File: config.mk
export PLATFORM = sky130hd
export DESIGN_NAME = packed_cmd_executor
export DESIGN_NICKNAME = d
export VERILOG_FILES = /design/src/rtl/packed_cmd_executor.sv
export SDC_FILE = /design/constraint.sdc
export NUM_CORES = 1
export LEC_CHECK = 0
export BUFFER_PORTS_ARGS = -buffer_cell sky130_fd_sc_hd__buf_2
export CAP_MARGIN = 40
export CORE_MARGIN = 2
export CORE_UTILIZATION = 43
export CTS_BUF_LIST = sky130_fd_sc_hd__clkbuf_4
export CTS_CLUSTER_SIZE = 16
export DETAILED_ROUTE_END_ITERATION = 6
export GPL_TIMING_DRIVEN = 1
export PLACE_DENSITY = 0.7
export REMOVE_ABC_BUFFERS = 1
export SLEW_MARGIN = 15
export SYNTH_ARGS = -nofsm -noshare
export SYNTH_HDL_FRONTEND = slang
export SYNTH_SLANG_ARGS = --single-unit
File: constraint.sdc
create_clock -name clk_i -period 5.55 [get_ports clk_i]
set_input_delay 0.8325 -clock clk_i [delete_from_list [all_inputs] [get_ports clk_i]]
set_output_delay 0.8325 -clock clk_i [all_outputs]
set_load 0.005 [all_outputs]
File: src/rtl/packed_cmd_executor.sv
// packed_cmd_executor: takes packed {write_not_read, addr[22:0], data[7:0]}
// commands through a 2-entry FIFO, replays them as byte accesses on a
// valid/ready memory port and returns read bytes on a response channel.
// Wrapping counters of completed writes and reads are kept for debug.
module packed_cmd_executor #(
  parameter int count_width_p = 16
) (
  input  logic                     clk_i,
  input  logic                     reset_i,
  input  logic [31:0]              cmd_data_i,
  input  logic                     cmd_v_i,
  output logic                     cmd_ready_o,
  output logic [31:0]              resp_data_o,
  output logic                     resp_v_o,
  input  logic                     resp_ready_i,
  output logic [22:0]              mem_addr_o,
  output logic [7:0]               mem_data_o,
  output logic                     mem_w_o,
  output logic                     mem_v_o,
  input  logic                     mem_ready_i,
  input  logic [7:0]               mem_data_i,
  input  logic                     mem_v_i,
  output logic [count_width_p-1:0] wr_count_o,
  output logic [count_width_p-1:0] rd_count_o
);

  typedef enum logic [1:0] {
    e_ready,
    e_read_wait,
    e_resp
  } state_e;

  state_e state_reg, state_next;

  // FIFO storage and bookkeeping
  logic [31:0] fifo_mem_reg [2];
  logic        wr_ptr_reg;
  logic        rd_ptr_reg;
  logic [1:0]  fifo_cnt_reg;
  logic        fifo_full;
  logic        fifo_v;
  logic        fifo_enq;
  logic        fifo_deq;
  logic [31:0] fifo_head;

  logic        resp_capture;
  logic        wr_inc;
  logic        rd_inc;
  logic [31:0] resp_data_reg;
  logic [count_width_p-1:0] wr_count_reg;
  logic [count_width_p-1:0] rd_count_reg;

  assign fifo_full   = (fifo_cnt_reg == 2'd2);
  assign fifo_v      = (fifo_cnt_reg != 2'd0);
  assign fifo_head   = fifo_mem_reg[rd_ptr_reg];
  // Ready is held low for as long as reset is asserted, independent of the clock.
  assign cmd_ready_o = ~fifo_full & ~reset_i;
  assign fifo_enq    = cmd_v_i & cmd_ready_o;

  // Request fields always come from the FIFO head (zero after reset), never X.
  assign mem_w_o    = fifo_head[31];
  assign mem_addr_o = fifo_head[30:8];
  assign mem_data_o = fifo_head[7:0];

  assign resp_data_o = resp_data_reg;
  assign wr_count_o  = wr_count_reg;
  assign rd_count_o  = rd_count_reg;

  // One storage slot per entry; a slot is written when the write pointer selects it.
  generate
    for (genvar gi = 0; gi < 2; gi++) begin : g_slot
      // Capture an accepted command into this slot.
      always_ff @(posedge clk_i or posedge reset_i) begin
        if (reset_i) begin
          fifo_mem_reg[gi] <= 32'd0;
        end else if (fifo_enq && (wr_ptr_reg == 1'(gi))) begin
          fifo_mem_reg[gi] <= cmd_data_i;
        end
      end
    end
  endgenerate

  // Advance FIFO pointers and occupancy on enqueue/dequeue.
  always_ff @(posedge clk_i or posedge reset_i) begin
    if (reset_i) begin
      wr_ptr_reg   <= 1'b0;
      rd_ptr_reg   <= 1'b0;
      fifo_cnt_reg <= 2'd0;
    end else begin
      if (fifo_enq) wr_ptr_reg <= ~wr_ptr_reg;
      if (fifo_deq) rd_ptr_reg <= ~rd_ptr_reg;
      case ({fifo_enq, fifo_deq})
        2'b10:   fifo_cnt_reg <= fifo_cnt_reg + 2'd1;
        2'b01:   fifo_cnt_reg <= fifo_cnt_reg - 2'd1;
        default: fifo_cnt_reg <= fifo_cnt_reg;
      endcase
    end
  end

  // State register.
  always_ff @(posedge clk_i or posedge reset_i) begin
    if (reset_i) begin
      state_reg <= e_ready;
    end else begin
      state_reg <= state_next;
    end
  end

  // Next-state and handshake decode; a read blocks everything behind it
  // until its response has been taken.
  always_comb begin
    state_next   = state_reg;
    mem_v_o      = 1'b0;
    resp_v_o     = 1'b0;
    fifo_deq     = 1'b0;
    resp_capture = 1'b0;
    wr_inc       = 1'b0;
    rd_inc       = 1'b0;
    case (state_reg)
      e_ready: begin
        mem_v_o = fifo_v;
        if (fifo_v && mem_ready_i) begin
          fifo_deq = 1'b1;
          if (fifo_head[31]) begin
            wr_inc = 1'b1;
          end else begin
            state_next = e_read_wait;
          end
        end
      end
      e_read_wait: begin
        if (mem_v_i) begin
          resp_capture = 1'b1;
          state_next   = e_resp;
        end
      end
      e_resp: begin
        resp_v_o = 1'b1;
        if (resp_ready_i) begin
          rd_inc     = 1'b1;
          state_next = e_ready;
        end
      end
      default: state_next = e_ready;
    endcase
  end

  // Response register: loaded once per read, held until the next read returns.
  always_ff @(posedge clk_i or posedge reset_i) begin
    if (reset_i) begin
      resp_data_reg <= 32'd0;
    end else if (resp_capture) begin
      resp_data_reg <= {24'd0, mem_data_i};
    end
  end

  // Completion counters, free-running modulo 2^count_width_p.
  always_ff @(posedge clk_i or posedge reset_i) begin
    if (reset_i) begin
      wr_count_reg <= '0;
      rd_count_reg <= '0;
    end else begin
      if (wr_inc) wr_count_reg <= wr_count_reg + 1'b1;
      if (rd_inc) rd_count_reg <= rd_count_reg + 1'b1;
    end
  end

`ifndef SYNTHESIS
  // Read data arriving with no read outstanding is dropped; report it.
  spurious_mem_v_a: assert property (@(posedge clk_i) disable iff (reset_i)
    mem_v_i |-> (state_reg == e_read_wait))
    else $warning("packed_cmd_executor: mem_v_i with no read outstanding was ignored");
`endif

endmodule
**After elaboration in Yosys (flattened, before gate mapping)**

Index checks and enable logic that the tools add are counted.

- Input bits: 46
- Output and inout bits: 99
- Flip-flop bits (word level): 110

- Eq/ne operators: 9
- Reduce and logical (&&, ||, !) cells: 7
- Mux-type cells: 20
- Bitwise logic cells: 7
- Add/sub/neg operators: 4
- Magnitude comparators: 1

Operators with widths:

| kind | number |
|---|---|
| $mux 32 | 3 |
| $add 16x1->16 const B | 2 |
| $mux 1 | 11 |
| $mux 2 | 4 |
| $ne 2x2->1 const B | 4 |
| $eq 2x2->1 const B | 3 |
| $pmux 2 s3 | 1 |
| $eq 2x1->1 const B | 2 |
| $not 1->1 | 4 |
| $pmux 2 s2 | 1 |
| $reduce_and 4->1 | 1 |
| $reduce_bool 2->1 | 2 |
| $logic_and 1x1->1 | 3 |
| $add 2x1->2 const B | 1 |
| $and 1x1->1 | 2 |
| $ge 2x2->1 const B | 1 |
| $logic_not 2->1 | 1 |
| $not 1->2 | 1 |
| $sub 2x1->2 const B | 1 |

**Depth between registers and ports, before layout**

- Word-level depth: 7
- Mapped depth: 8
- Gate-level depth less buffers: 7

**Least setup slack after synthesis**

OpenSTA, ideal clock, no wires.

- Path type: input port to flip-flop
- From: input port reset_i
- To: register fifo_mem_reg[34] (netlist bit)
- Arrival time: 4.450 ns
- Slack: 0.975 ns
- Cell stages on the path: 5
- Cells stage by stage: inv_1 o211ai_2 nor2_2 buf_6 mux2_2

- Word-level cells in the longest chain between the ends: 4

Ends and longest elaborated chain:

| element | RTL line | RTL |
|---|---|---|
| from (decl) | 9 | `input logic reset_i,` |
| $not 1->1 | 57 | `assign cmd_ready_o = ~fifo_full & ~reset_i;` |
| $and 1x1->1 | 57 |  |
| $and 1x1->1 | 58 | `assign fifo_enq = cmd_v_i & cmd_ready_o;` |
| $logic_and 1x1->1 | 76 | `end else if (fifo_enq && (wr_ptr_reg == 1'(gi))) begin` |
| to (signal, indexed assignment) | 77 | `fifo_mem_reg[gi] <= cmd_data_i;` |
| to (decl) | 36 | `logic [31:0] fifo_mem_reg [2];` |

Every way passes these cells.
A chain may end at the register's enable or synchronous reset.

**Worst setup path after layout**

- From: register rd_ptr_reg
- To: output port mem_w_o

- Word-level cells in the longest chain between the ends: 4

Ends and longest elaborated chain:

| element | RTL line | RTL |
|---|---|---|
| from (decl) | 38 | `logic rd_ptr_reg;` |
| from (signal assigned) | 91 | `if (fifo_deq) rd_ptr_reg <= ~rd_ptr_reg;` |
| $not 1->2 (implied by the code) | 55 | `assign fifo_head = fifo_mem_reg[rd_ptr_reg];` |
| $mux 32 (implied by the code) (3 in a row) | 55 |  |
| to (decl) | 18 | `output logic mem_w_o,` |

Every way passes these cells. The select of a mux whose other input is x is not followed.

==> summary.txt <==
Run status
  • Run status: completed

Setup path
  • Startpoint Class: flip-flop
  • Critical R2R Launch: rd_ptr_reg
  • R2r endpoint: wr_count_o[1]
  • Critical-path top delay cell: buf_4
  • Critical Path AT: around 1900 ps
  • Max FO, Critical Path: 33
  • CP endpoint kind: output port
  • CP required: 4720 ps
  • Kind of critical path: flip-flop to output port
  • R2R cell count: 5
  • Crit-path cells: buf_4 -> mux2i_2 -> inv_2 -> buf_2
  • Flop2flop setup slack: ~3600 ps
  • Largest stage delay, worst path: between 400 and 500 ps

Placed design
  • GP Congestion: 0.736
  • Post-DP HPWL: just under 7 mm
  • I/O Buffers: 120
  • Placement Setup Slack: 2720 ps
  • Post-DP Area: between 5000 and 6000 sq um

STA
  • Fmax: 0.366 GHz
  • Fin crit share: 49.2%
  • Slew HR: 66.7%
  • Unrepaired setup endpoints after global routing: no
  • Fin. Hold Viols: 0
  • Fin worst setup slack: about 2800 ps
  • Final setup fails: 0
  • Min Tclk post-route: 2730 ps
  • Max Transition Viols Final: 0
  • TNS Setup: 0 ps
  • Worst Clk Skew: 9.81 ps
  • Slew at the pin closest to its max-slew limit: 499 ps

Synth
  • EDFF count, synth: 0
  • Syn Std Cell Area: 5030 sq um
  • Synth cell types: 36
  • Register area share after synthesis: a little over half
  • Synth area leaders: dfrtp_1, mux2_2, mux2_1
  • Mapped Cells: 362
  • Synth Flop Type: dfrtp_1
  • Async S/R FF share, synth: 100%
  • Synth warn: 0
  • Mapped Avg Cell Area: approximately 14 sq um
  • Dominant cell type by area after synthesis: dfrtp_1
  • Synth top area share: between 50% and 60%
  • Seq cells post-synth: 110

Clock network
  • Clock-pin transition on the worst setup and hold timing paths: 150 ps
  • PostCTS Resize Cnt: 0
  • Hold-fix buffers, CTS: 0
  • Clk root buf: clkbuf_4
  • CTS tree: built
  • H-tree depth: 3
  • Clock buffer depth: 2
  • Setup Fix Bufs, Post-CTS: 0
  • Clock Sinks: 110
  • Num CTS Buffers: 9
  • Clk_lat worst skew: 450 ps

Layout
  • ANT cells: 0
  • Final Core Density: 51.5%
  • Final Cell Area: just under 6000 sq um
  • Ratio of cells with drive above 1 in the final layout: 48.1%
  • Final net count: approximately 540
  • Area Growth Syn to Fin: 17.1%
  • Max reg flops: 64

Global routing
  • First-pass GRT wire length: 15.7 mm
  • Gr ovfl total: 0
  • Aggregate global-route resource usage: 15.6%
  • Antenna violations before repair: 0
  • Vias in the first global route: 3190
  • Pin count of the biggest net entering global routing: 44

Floorplanning
  • Cell row count: 39
  • Die Y: 112 um
  • Total die area: 12600 sq um
  • Io pins: 145
  • Initial Utilization: around 44%
  • Core area: 11400 sq um
  • Die width: 112 um

Drt
  • DRC Markers: 0
  • Drt wl/cell: 14.9 um
  • Via density: 4.90
  • Met3 WL: about 500 um
  • DRT iter0 DRCs: 113
  • Met2 wire length: 4.71 mm
  • Detail Route Antenna Nets: 0
  • Highest Signal Layer: met4
  • Met1 WL: 4.08 mm
  • Final WL: 9.43 mm
  • Vias after detailed routing: 3106
  • DRT Pass-1 Iters: 4

Power
  • Leak: 0.00287 uW
  • Pwr dens: 484 nW/um^2
  • VDD IR-drop max: roughly 0.23 mV
  • Overall power: 2850 uW

Job
  • Number of max-cap violations: 0

Worst hold path
  • Hold Crit Class: input pin to asynchronous set/reset pin
-- layer usage --
| layer | up-vias | global-route usage [%] |
|---|---|---|
| li1 | 1461 | - |
| met3 | 10 | 4.05 |
| met4 | 0 | 5.37 |
| met2 | 82 | 26.0 |
| met1 | 1553 | 19.9 |
| met5 | - | 0 |
-- cell usage in the layout (no fill, tap or decap), types with 4 or more instances in the layout --
cell,netlist,layout
and3_1,6,6
and4_1,4,4
buf_2,2,120
clkbuf_4,0,11
conb_1,1,24
dfrtp_1,110,110
inv_1,5,4
mux2_1,24,24
mux2_2,81,81
nand2_1,9,9
nand3_1,12,12
nand4_1,5,5
nor2_1,10,10
xnor2_1,23,23
xor2_1,12,12
-- area by class of cell --
type / instances / area, sq um
tap: 143 / 179
fill: 1031 / 5530
multi-input combinational: 232 / 2070
sequential: 110 / 2750
inverter: 7 / 28.8
timing repair buffer: 126 / 698
clock inverter: 5 / 73.8
clock buffer: 11 / 82.6
-- worst max-delay path, delay by kind of cell, from the launching register on --
| family | cells | cell delay (ps) |
|---|---|---|
| buf+inv | 3 | 680 |
| mux | 1 | 410 |
| flops | 1 | 350 |
-- cells in the mapped netlist (2+ instances only) --
master,instances
and3_1,6
dfrtp_1,110
inv_1,5
ha_1,3
buf_4,29
xor2_1,12
buf_2,2
and4_1,4
nand3_1,12
clkbuf_1,2
nor3_2,3
mux2_2,81
nand4_1,5
xnor2_1,23
buf_6,3
nand2_1,9
inv_2,2
nor2_1,10
mux2_1,24
-- worst max-delay path by stage --
stage | startpoint | to | slack [ps] | depth (start not counted)
after floorplan | reset_i | fifo_mem_reg[34] | 430 | 4
after global placement | reset_i | fifo_mem_reg[13] | 2480 | 5
after detailed placement | reset_i | fifo_mem_reg[52] | 2720 | 6
after CTS | rd_ptr_reg | mem_w_o | 2760 | 4
after global routing | rd_ptr_reg | mem_w_o | 2670 | 4
final | rd_ptr_reg | mem_w_o | 2820 | 4
-- logic make-up (layout without fill, tap and decap cells) --
group	after synthesis	after routing	synth area share (%)
flip-flops	110	110	54.8
multiplexers	106	106	23.8
AND/OR/NAND/NOR	59	59	7.44
buffers and inverters	43	149	5.88
XOR/XNOR	35	35	6.10
AO/OA/AOI/OAI	5	5	1.19
adder cells (fa/ha/maj)	3	3	0.747
other	1	24	0.0746
-- metrics by stage --
step / hold WS, ps / cells
after CTS: 392 / 634
after detailed placement: 463 / 618
final: 391 / 634
after floorplan: 454 / 349
after global routing: 394 / 634
after global placement: 458 / 615
-- power by group --
part / leakage, uW / internal (uW) / switching [uW]
combinational: 0.00142 / 646 / 459
clock: 0.0000883 / 191 / 244
sequential: 0.00136 / 1120 / 191
total: 0.00287 / 1950 / 894
(Power assumes the default switching activity.)
